File: config.mk
export PLATFORM = sky130hd
export DESIGN_NAME = jtag_cmd_bridge
export DESIGN_NICKNAME = d
export VERILOG_FILES = /design/src/rtl/jtag_cmd_pkg.sv /design/src/rtl/jtag_cmd_bridge_timer.sv /design/src/rtl/jtag_cmd_bridge.sv
export SDC_FILE = /design/constraint.sdc
export NUM_CORES = 1
export LEC_CHECK = 0
export ABC_AREA = 0
export CAP_MARGIN = 20
export CORE_MARGIN = 5
export CORE_UTILIZATION = 23
export DETAILED_ROUTE_END_ITERATION = 10
export GPL_ROUTABILITY_DRIVEN = 0
export MAX_ROUTING_LAYER = met4
export PLACE_DENSITY = 0.46
export SLEW_MARGIN = 30
export SYNTH_ARGS = -nofsm -noshare
export SYNTH_HDL_FRONTEND = slang
export SYNTH_SLANG_ARGS = --single-unit
File: constraint.sdc
create_clock -name tck -period 2 [get_ports tck]
set_input_delay 0.5 -clock tck [delete_from_list [all_inputs] [get_ports tck]]
set_output_delay 0.5 -clock tck [all_outputs]
set_load 0.03 [all_outputs]
File: src/rtl/jtag_cmd_pkg.sv
// jtag_cmd_pkg: shared types and field positions for the JTAG command bridge.
// Optional feature macro used by the bridge: JTAG_CMD_TIMEOUT_EN.
package jtag_cmd_pkg;

   // command opcodes carried in word[31:28]
   typedef enum logic [3:0] {
      OP_NOP      = 4'h0,
      OP_SET_ADDR = 4'h1,
      OP_WRITE    = 4'h2,
      OP_READ     = 4'h3,
      OP_STATUS   = 4'h4
   } op_e;

   // bridge FSM: either idle or holding a bus request
   typedef enum logic {
      ST_IDLE = 1'b0,
      ST_REQ  = 1'b1
   } state_e;

   // command word fields
   localparam int OP_HI    = 31;
   localparam int OP_LO    = 28;
   localparam int PAY_HI   = 23;
   localparam int PAY_LO   = 0;
   localparam int PAY_W    = PAY_HI - PAY_LO + 1;
   localparam int AINC_BIT = 23;

   // response word bit positions
   localparam int RSP_BUSY = 31;
   localparam int RSP_ERR  = 30;
   localparam int RSP_OVR  = 29;
   localparam int RSP_TMO  = 28;

   // assemble a response word from status flags and zero-extended read data
   function automatic logic [31:0] build_rsp(input logic busy, input logic err,
                                             input logic ovr, input logic tmo,
                                             input logic [PAY_W-1:0] rd);
      logic [31:0] r;
      r           = '0;
      r[RSP_BUSY] = busy;
      r[RSP_ERR]  = err;
      r[RSP_OVR]  = ovr;
      r[RSP_TMO]  = tmo;
      r[PAY_W-1:0] = rd;
      return r;
   endfunction

endpackage

File: src/rtl/jtag_cmd_bridge_timer.sv
// jtag_cmd_timer: bus-request watchdog for the JTAG command bridge.
// Instantiated by jtag_cmd_bridge only when JTAG_CMD_TIMEOUT_EN is defined.
// Loads TIMEOUT on start and counts down; expired is high during the cycle
// whose closing edge is the TIMEOUT-th edge after start.
module jtag_cmd_timer #(
   parameter int TIMEOUT = 255
) (
   input  logic tck,
   input  logic trst,
   input  logic start,
   input  logic clear,
   output logic expired
);

   logic [7:0] cnt;

   // down-counter: clear wins, start reloads, otherwise count toward zero
   always_ff @(posedge tck or negedge trst) begin
      if (!trst)
         cnt <= '0;
      else if (clear)
         cnt <= '0;
      else if (start)
         cnt <= 8'(TIMEOUT);
      else if (cnt != 8'd0)
         cnt <= cnt - 8'd1;
   end

   assign expired = (cnt == 8'd1);

endmodule

File: src/rtl/jtag_cmd_bridge.sv
// jtag_cmd_bridge: decodes 32-bit TAP user-register commands into single
// req/ack bus transactions and returns a 32-bit status/read-data response.
// Optional feature macro: JTAG_CMD_TIMEOUT_EN (bus request watchdog).
module jtag_cmd_bridge
   import jtag_cmd_pkg::*;
#(
   parameter int          ADDR_W    = 12,
   parameter int          DATA_W    = 16,
   parameter int          TIMEOUT   = 255,
   parameter logic [31:0] IDLE_WORD = 32'hE671_2945
) (
   input  logic              tck,
   input  logic              trst,
   input  logic [31:0]       user_data_i,
   input  logic              user_valid_i,
   output logic [31:0]       user_data_o,
   output logic              bus_req_o,
   output logic              bus_we_o,
   output logic [ADDR_W-1:0] bus_addr_o,
   output logic [DATA_W-1:0] bus_wdata_o,
   input  logic              bus_ack_i,
   input  logic [DATA_W-1:0] bus_rdata_i
);

   state_e            state, state_nx;
   logic [ADDR_W-1:0] addr, addr_nx;
   logic              ainc, ainc_nx;
   logic              err, err_nx;
   logic              ovr, ovr_nx;
   logic              tmo, tmo_nx;
   logic [DATA_W-1:0] rdata, rdata_nx;
   logic [31:0]       rsp, rsp_nx;
   logic              rsp_load;
   logic              accept, done, abort, drop;
   logic              expired;
   logic [3:0]        cmd_op;
   logic [PAY_W-1:0]  payload;
   logic [PAY_W-1:0]  rd_ext;
   logic              bus_we;
   logic [ADDR_W-1:0] bus_addr;
   logic [DATA_W-1:0] bus_wdata;

   assign cmd_op  = user_data_i[OP_HI:OP_LO];
   assign payload = user_data_i[PAY_HI:PAY_LO];

`ifdef JTAG_CMD_TIMEOUT_EN
   logic unused_bits;
   assign unused_bits = ^user_data_i;

   jtag_cmd_timer #(
      .TIMEOUT(TIMEOUT)
   ) u_timer (
      .tck    (tck),
      .trst   (trst),
      .start  (accept),
      .clear  (done | abort),
      .expired(expired)
   );
`else
   // no watchdog: a request waits for its ack indefinitely
   logic unused_bits;
   assign unused_bits = ^{user_data_i, TIMEOUT[0]};
   assign expired     = 1'b0;
`endif

   // FSM state register
   always_ff @(posedge tck or negedge trst) begin
      if (!trst)
         state <= ST_IDLE;
      else
         state <= state_nx;
   end

   // FSM next state and transaction events
   always_comb begin
      state_nx = state;
      accept   = 1'b0;
      done     = 1'b0;
      abort    = 1'b0;
      drop     = 1'b0;
      case (state)
         ST_IDLE: begin
            if (user_valid_i && (cmd_op == OP_WRITE || cmd_op == OP_READ)) begin
               accept   = 1'b1;
               state_nx = ST_REQ;
            end
         end
         ST_REQ: begin
            // ack beats a same-cycle expiry
            if (bus_ack_i) begin
               done     = 1'b1;
               state_nx = ST_IDLE;
            end else if (expired) begin
               abort    = 1'b1;
               state_nx = ST_IDLE;
            end
            // any command arriving while busy is lost
            drop = user_valid_i;
         end
         default: state_nx = ST_IDLE;
      endcase
   end

   // command decode, flag updates and response assembly
   always_comb begin
      addr_nx  = addr;
      ainc_nx  = ainc;
      err_nx   = err;
      ovr_nx   = ovr;
      tmo_nx   = tmo;
      rdata_nx = rdata;
      rsp_load = 1'b0;
      rd_ext   = '0;
      rsp_nx   = rsp;

      if (state == ST_IDLE && user_valid_i) begin
         case (cmd_op)
            OP_NOP, OP_WRITE, OP_READ, OP_STATUS: ;
            OP_SET_ADDR: begin
               addr_nx = payload[ADDR_W-1:0];
               ainc_nx = payload[AINC_BIT];
            end
            default: err_nx = 1'b1;
         endcase
      end

      if (done) begin
         if (!bus_we)
            rdata_nx = bus_rdata_i;
         if (ainc)
            addr_nx = addr + ADDR_W'(1);
      end
      if (abort) begin
         err_nx = 1'b1;
         tmo_nx = 1'b1;
      end
      if (drop)
         ovr_nx = 1'b1;

      rd_ext[DATA_W-1:0] = rdata_nx;
      rsp_nx   = build_rsp(state_nx == ST_REQ, err_nx, ovr_nx, tmo_nx, rd_ext);
      rsp_load = user_valid_i | done | abort;

      // STATUS reports the flags as they were, then clears them
      if (state == ST_IDLE && user_valid_i && cmd_op == OP_STATUS) begin
         err_nx = 1'b0;
         ovr_nx = 1'b0;
      end
   end

   // datapath registers: address, flags, read data, response, bus command
   always_ff @(posedge tck or negedge trst) begin
      if (!trst) begin
         addr      <= '0;
         ainc      <= 1'b0;
         err       <= 1'b0;
         ovr       <= 1'b0;
         tmo       <= 1'b0;
         rdata     <= '0;
         rsp       <= IDLE_WORD;
         bus_we    <= 1'b0;
         bus_addr  <= '0;
         bus_wdata <= '0;
      end else begin
         addr  <= addr_nx;
         ainc  <= ainc_nx;
         err   <= err_nx;
         ovr   <= ovr_nx;
         tmo   <= tmo_nx;
         rdata <= rdata_nx;
         if (rsp_load)
            rsp <= rsp_nx;
         if (accept) begin
            bus_we    <= (cmd_op == OP_WRITE);
            bus_addr  <= addr;
            bus_wdata <= payload[DATA_W-1:0];
         end
      end
   end

   // request follows the FSM state so reset removes it without a clock
   assign bus_req_o   = (state == ST_REQ);
   assign bus_we_o    = bus_we;
   assign bus_addr_o  = bus_addr;
   assign bus_wdata_o = bus_wdata;
   assign user_data_o = rsp;

endmodule

# == Yosys cells after proc, flatten, opt, wreduce, memory -nomap -nowiden ==
# Cells that the tools add are included.
# word_totals
ff_bits,86
mem_bits_rw,0
mem_bits_ro,0
memories,0
latchBits,0
output_inout_bits,62
inputBits,52
# op_classes
n_bitwise,2
n_div,0
n_mux,18
shifts,0
mul,0
n_eq_ne,4
reduce_logical,7
n_lt_le_gt_ge,0
addsub,1
# ops
operator,count
12-bit 2-to-1 mux,4
16-bit 2-to-1 mux,2
"12-bit by 1-bit adder with 12-bit output, second input constant",1
1-bit 2-to-1 mux,11
"4-bit by 2-bit equality test with 1-bit output, second input constant",2
5-bit OR reduction,1
"4-bit by 1-bit equality test with 1-bit output, second input constant",1
"4-bit by 3-bit equality test with 1-bit output, second input constant",1
4-bit logical NOT,1
1-bit logical AND,3
1-bit case mux with 2 select lines,1
2-bit AND reduction,1
1-bit logical OR,1
1-bit NOT,1
1-bit OR,1

# == Logic depth before layout (Yosys ltp) ==
# depth
ltp_word,5
mapped_depth,6
mapped_depth_nobuf,5

# == Worst setup path after synthesis ==
# Ideal clock, no wire load.
# synth_path
path_kind,register to register
startpoint,reg state (netlist: bus_req_o)
endpoint,reg rsp[5] (netlist: user_data_o[5])
path_stages_with_launch,7
arrival_ps,1799
slack_ps,76
t_required_ps,1875
synth_period_minus_slack_ps,1924
setup_ps,125
cell_sequence,dfrtp_1 nand2_1 or2_1 buf_6 buf_6 mux2_4 mux2_2
# synth_between
elab_chain_len,2
word_cells_on_any_way,3
# synth_lines
item,line,text
start: declaration,jtag_cmd_bridge.sv:25,"state_e state, state_nx;"
start signal: assignment,jtag_cmd_bridge.sv:71,state <= state_nx;
1-bit 2-to-1 mux,jtag_cmd_bridge.sv:81,case (state)
16-bit 2-to-1 mux,jtag_cmd_bridge.sv:127,if (done) begin
named net rdata_nx[5],jtag_cmd_bridge.sv:31,"logic [DATA_W-1:0] rdata, rdata_nx;"
end signal: assignment,jtag_cmd_bridge.sv:172,rsp <= rsp_nx;
end: declaration,jtag_cmd_bridge.sv:32,"logic [31:0] rsp, rsp_nx;"
# The timed path passes the listed nets, and every way through them passes these cells.
# A chain may end at the register's enable or synchronous reset.

# == Final worst setup path ==
# layout_path
startpoint,in user_data_i[31]
endpoint,reg addr[2]
# layout_between
elab_chain_len,5
# layout_lines
item,line,text
start: declaration,jtag_cmd_bridge.sv:14,"input logic [31:0] user_data_i,"
4-bit by 1-bit equality test with 1-bit output *,jtag_cmd_bridge.sv:117,case (cmd_op)
12-bit 2-to-1 mux *,jtag_cmd_bridge.sv:117,
12-bit 2-to-1 mux *,jtag_cmd_bridge.sv:116,if (state == ST_IDLE && user_valid_i) begin
12-bit 2-to-1 mux,jtag_cmd_bridge.sv:130,if (ainc)
12-bit 2-to-1 mux *,jtag_cmd_bridge.sv:127,
named net addr_nx[2],jtag_cmd_bridge.sv:26,"logic [ADDR_W-1:0] addr, addr_nx;"
end signal: assignment,jtag_cmd_bridge.sv:165,addr <= addr_nx;
end: declaration,jtag_cmd_bridge.sv:26,
# The timed path passes the listed nets; every way through them passes the cells marked *.

==> metrics.txt <==
# TYPE chip_impl_metric gauge
chip_impl_info{name="netlist_top_cells_count",value="sky130_fd_sc_hd__dfrtp_1, sky130_fd_sc_hd__mux2_2, sky130_fd_sc_hd__buf_4, sky130_fd_sc_hd__nand2_1"} 1
chip_impl_metric{name="firstDrtPassIters",unit=""} 4
chip_impl_metric{name="timing.final.hold_violations",unit=""} 0
chip_impl_metric{name="wirelength_met1",unit="um"} 4290
chip_impl_metric{name="power.density_cell_area",unit="nW/um2"} 1330
chip_impl_info{name="hold-path-endpoint",value="bus_wdata_o[0]"} 1
chip_impl_metric{name="cap_viol_max_count",unit=""} 0
chip_impl_info{name="min_from",value="bus_wdata_o[0]"} 1
chip_impl_metric{name="grt_max_degree",unit=""} 52
chip_impl_metric{name="ys_seq_elements",unit=""} 81
chip_impl_metric{name="netlist-cell-type-count",unit=""} 39
chip_impl_metric{name="clock_skew",unit="ns"} 0.0103
chip_impl_info{name="cts-root-buf",value="sky130_fd_sc_hd__clkbuf_16"} 1
chip_impl_metric{name="final.hold.worst_slack",unit="ns"} 0.484
chip_impl_metric{name="port_buffers",unit=""} 95
chip_impl_metric{name="synth-warning-count",unit=""} 0
chip_impl_metric{name="ios",unit=""} 114
chip_impl_info{name="critical_path.slowest_cell",value="sky130_fd_sc_hd__or4b_4"} 1
chip_impl_metric{name="dieArea",unit="um2"} 17700
chip_impl_info{name="topRoutingLayerUsed",value="met4"} 1
chip_impl_metric{name="clock_buffer_count_from_cts",unit=""} 9
chip_impl_info{name="critical_path.reg2reg.startpoint",value="bus_req_o"} 1
chip_impl_metric{name="synth_area_per_inst",unit="um2"} 13.4
chip_impl_metric{name="viasPerCell",unit=""} 4.36
chip_impl_info{name="worst_setup_path_start_kind",value="input port"} 1
chip_impl_info{name="crit_start",value="user_data_i[31]"} 1
chip_impl_metric{name="grt_use_total",unit="%"} 10.8
chip_impl_metric{name="via_count_of_the_first_global_routing_pass",unit=""} 2616
chip_impl_metric{name="chipWidth",unit="um"} 133
chip_impl_metric{name="timing.final.crit_period",unit="ns"} 1.98
chip_impl_info{name="timing.hold.worst.class",value="reg -> reg"} 1
chip_impl_info{name="synthDominantAreaCellType",value="sky130_fd_sc_hd__dfrtp_1"} 1
chip_impl_info{name="path_class",value="in -> reg"} 1
chip_impl_metric{name="critical_path.max_stage_delay",unit="ns"} 0.57
chip_impl_metric{name="ctsLongestPathBuffers",unit=""} 2
chip_impl_metric{name="grt_first_pass_wirelength",unit="um"} 14400
chip_impl_metric{name="antenna_violating_nets_post_route",unit=""} 0
chip_impl_metric{name="post-route-period-util",unit="%"} 98.8
chip_impl_metric{name="reg2regPathDepth",unit=""} 4
chip_impl_metric{name="met3_length",unit="um"} 609
chip_impl_metric{name="clkTransAtPathRegs",unit="ns"} 0.06
chip_impl_info{name="synth_ff_type",value="sky130_fd_sc_hd__dfrtp_1"} 1
chip_impl_metric{name="drive_above_1_share",unit="%"} 29.2
chip_impl_metric{name="ctsHtreeMaxLevel",unit=""} 3
chip_impl_metric{name="dp_hpwl",unit="um"} 6430
chip_impl_metric{name="total_power",unit="mW"} 6.72
chip_impl_metric{name="num_antenna_cells",unit=""} 0
chip_impl_metric{name="fp.dieH",unit="um"} 133
chip_impl_metric{name="antenna_found_initial",unit=""} 0
chip_impl_metric{name="synth-async-reset-ratio",unit="%"} 100
chip_impl_info{name="critPathCaptureType",value="flop"} 1
chip_impl_metric{name="layout-area-overhead-vs-synth",unit="%"} 45.3
chip_impl_metric{name="seq_area_frac_synth",unit="%"} 58.5
chip_impl_metric{name="count_of_flip_flops_with_a_built_in_enable_after_synthesis",unit=""} 0
chip_impl_metric{name="mapped_cells",unit=""} 259
chip_impl_metric{name="endpoint_arrival_time_on_the_critical_path",unit="ns"} 2.20
chip_impl_metric{name="clkSinkCount",unit=""} 81
chip_impl_metric{name="synth_top_area_share",unit="%"} 51.0
chip_impl_metric{name="design.core.area",unit="um2"} 15000
chip_impl_info{name="dominant_cells_by_area_after_synthesis",value="sky130_fd_sc_hd__dfrtp_1, sky130_fd_sc_hd__mux2_2, sky130_fd_sc_hd__dfstp_2, sky130_fd_sc_hd__mux2_4, sky130_fd_sc_hd__buf_4"} 1
chip_impl_metric{name="vdd.ir_drop.worst",unit="mV"} 0.650
chip_impl_metric{name="drt-initial-drc-count",unit=""} 111
chip_impl_metric{name="globalRouteOverflowTotal",unit=""} 0
chip_impl_metric{name="post_drt_wl_per_cell",unit="um"} 16.0
chip_impl_metric{name="dr_total_vias",unit=""} 2448
chip_impl_info{name="tritoncts_clock_tree",value="done"} 1
chip_impl_metric{name="post_synth_instance_area",unit="um2"} 3480
chip_impl_info{name="worstPathCellList",value="clkdlybuf4s50_1 > or4b_4 > or2_4 > buf_12 > o221a_2"} 1
chip_impl_metric{name="finalMaxSlewViolations",unit=""} 0
chip_impl_metric{name="max_freq",unit="GHz"} 0.506
chip_impl_info{name="yosys.cell_count.top_type",value="sky130_fd_sc_hd__dfrtp_1"} 1
chip_impl_metric{name="postCtsSetupRepairBufs",unit=""} 0
chip_impl_metric{name="num_rows",unit=""} 45
chip_impl_metric{name="p_leak",unit="nW"} 2.19
chip_impl_metric{name="timing.critical_path.required",unit="ns"} 2.23
chip_impl_metric{name="timing.hold.worst_path_depth",unit=""} 2
chip_impl_metric{name="clk-insertion-delay-late",unit="ns"} 0.35
chip_impl_metric{name="path_max_fanout",unit=""} 15
chip_impl_metric{name="start_util",unit="%"} 23.2
chip_impl_metric{name="setup_viol",unit=""} 0
chip_impl_info{name="outcome",value="completed"} 1
chip_impl_metric{name="drc",unit=""} 0
chip_impl_metric{name="nets",unit=""} 421
chip_impl_metric{name="route.met2.wl",unit="um"} 3920
chip_impl_metric{name="drt_wl_total",unit="um"} 8950
chip_impl_info{name="worst_r2r_endpoint",value="addr[2]"} 1
chip_impl_metric{name="rrSetupSlack",unit="ns"} 0.20
flip-flops by register name, indices dropped and copies added (netlist names), 12 cells and up:
register	count
addr	12
bus_addr_o	12
bus_wdata_o	16
rdata	16
user_data_o	20
through the flow:
step	TNS, ns	instances	setup WS (ns)	instance area, um2	utilization, %
3_3_place_gp	-8.21	544	-0.324	4740	31.5
3_5_place_dp	-8.41	544	-0.343	4740	31.5
2_1_floorplan	0	265	0.0759	3510	-
4_1_cts	0	561	0.0304	5060	33.6
6_report	0	561	0.0241	5060	33.7
5_1_grt	-0.000274	561	-0.000274	5060	33.7
power breakdown:
group	leakage (nW)	internal [mW]	switching, mW	total, mW
Combinational	1.09	1.11	1.23	2.34
Clock	0.160	1.16	0.640	1.80
Sequential	0.941	2.23	0.351	2.58
final cells by class:
type	instances	area, um2
clock inverters	3	65.1
multi-input cells	157	1290
repair buffers	114	1150
clock buffers	13	260
fillers	1510	9970
well taps	188	235
flip-flops and latches	81	2040
inverters	5	18.8
metal layers:
| layer | up-vias | global-route usage (%) |
|---|---|---|
| li1 | 1139 | - |
| met1 | 1206 | 13.9 |
| met2 | 90 | 15.8 |
| met3 | 13 | 3.84 |
| met4 | 0 | 3.93 |
| met5 | - | - |
cell usage in the layout, fill, tap and decap left out, drive strengths merged:
cell           count
a21oi              9
a22oi              1
a31oi              2
and3               4
and4               2
buf               19
bufinv             2
clkbuf            13
clkdlybuf4s50     78
clkinv             1
conb               7
dfrtp             71
dfstp             10
dlygate4sd2       16
dlygate4sd3        1
ha                 1
inv                5
mux2              60
mux2i              3
nand2             12
nand2b             2
nand3             10
nand4              3
nor2               9
nor2b              1
nor3               3
nor4               1
nor4b              1
o211ai             1
o21a               1
o21ai              8
o21bai             1
o221a              6
o22ai              3
o31ai              2
o32ai              1
or2                2
or4b               1
worst max-delay path: cells and delay by family:
family | cells | cell delay, ns
simple gates | 2 | 0.85
buf+inv | 2 | 0.60
compound gates | 1 | 0.26
kinds of logic (layout without fill, tap and decap cells):
group                    after synthesis  after routing  synth area share (%)
AO/OA/AOI/OAI                         35             35                  6.82
adder cells (fa/ha/maj)                1              1                 0.359
buffers and inverters                 27            135                  5.21
flip-flops                            81             81                  58.5
multiplexers                          63             63                  21.3
other                                  1              7                 0.108
AND/OR/NAND/NOR                       51             51                  7.61
repair_timing:
action,4_1_cts,5_1_grt
hold buffers,1,0
endpoints found under the setup margin,16,7
endpoints found under the hold margin,10,0
resized for setup,16,2
worst max-delay path by stage:
stage	to	slack (ns)	cells after the start
after global placement	ainc	-0.32	5
after floorplan	user_data_o[5]	0.08	6
after detailed placement	ainc	-0.34	5
after global routing	addr[0]	-0.0003	6
after CTS	ainc	0.03	5
final	addr[2]	0.02	5
(Power assumes the default switching activity.)
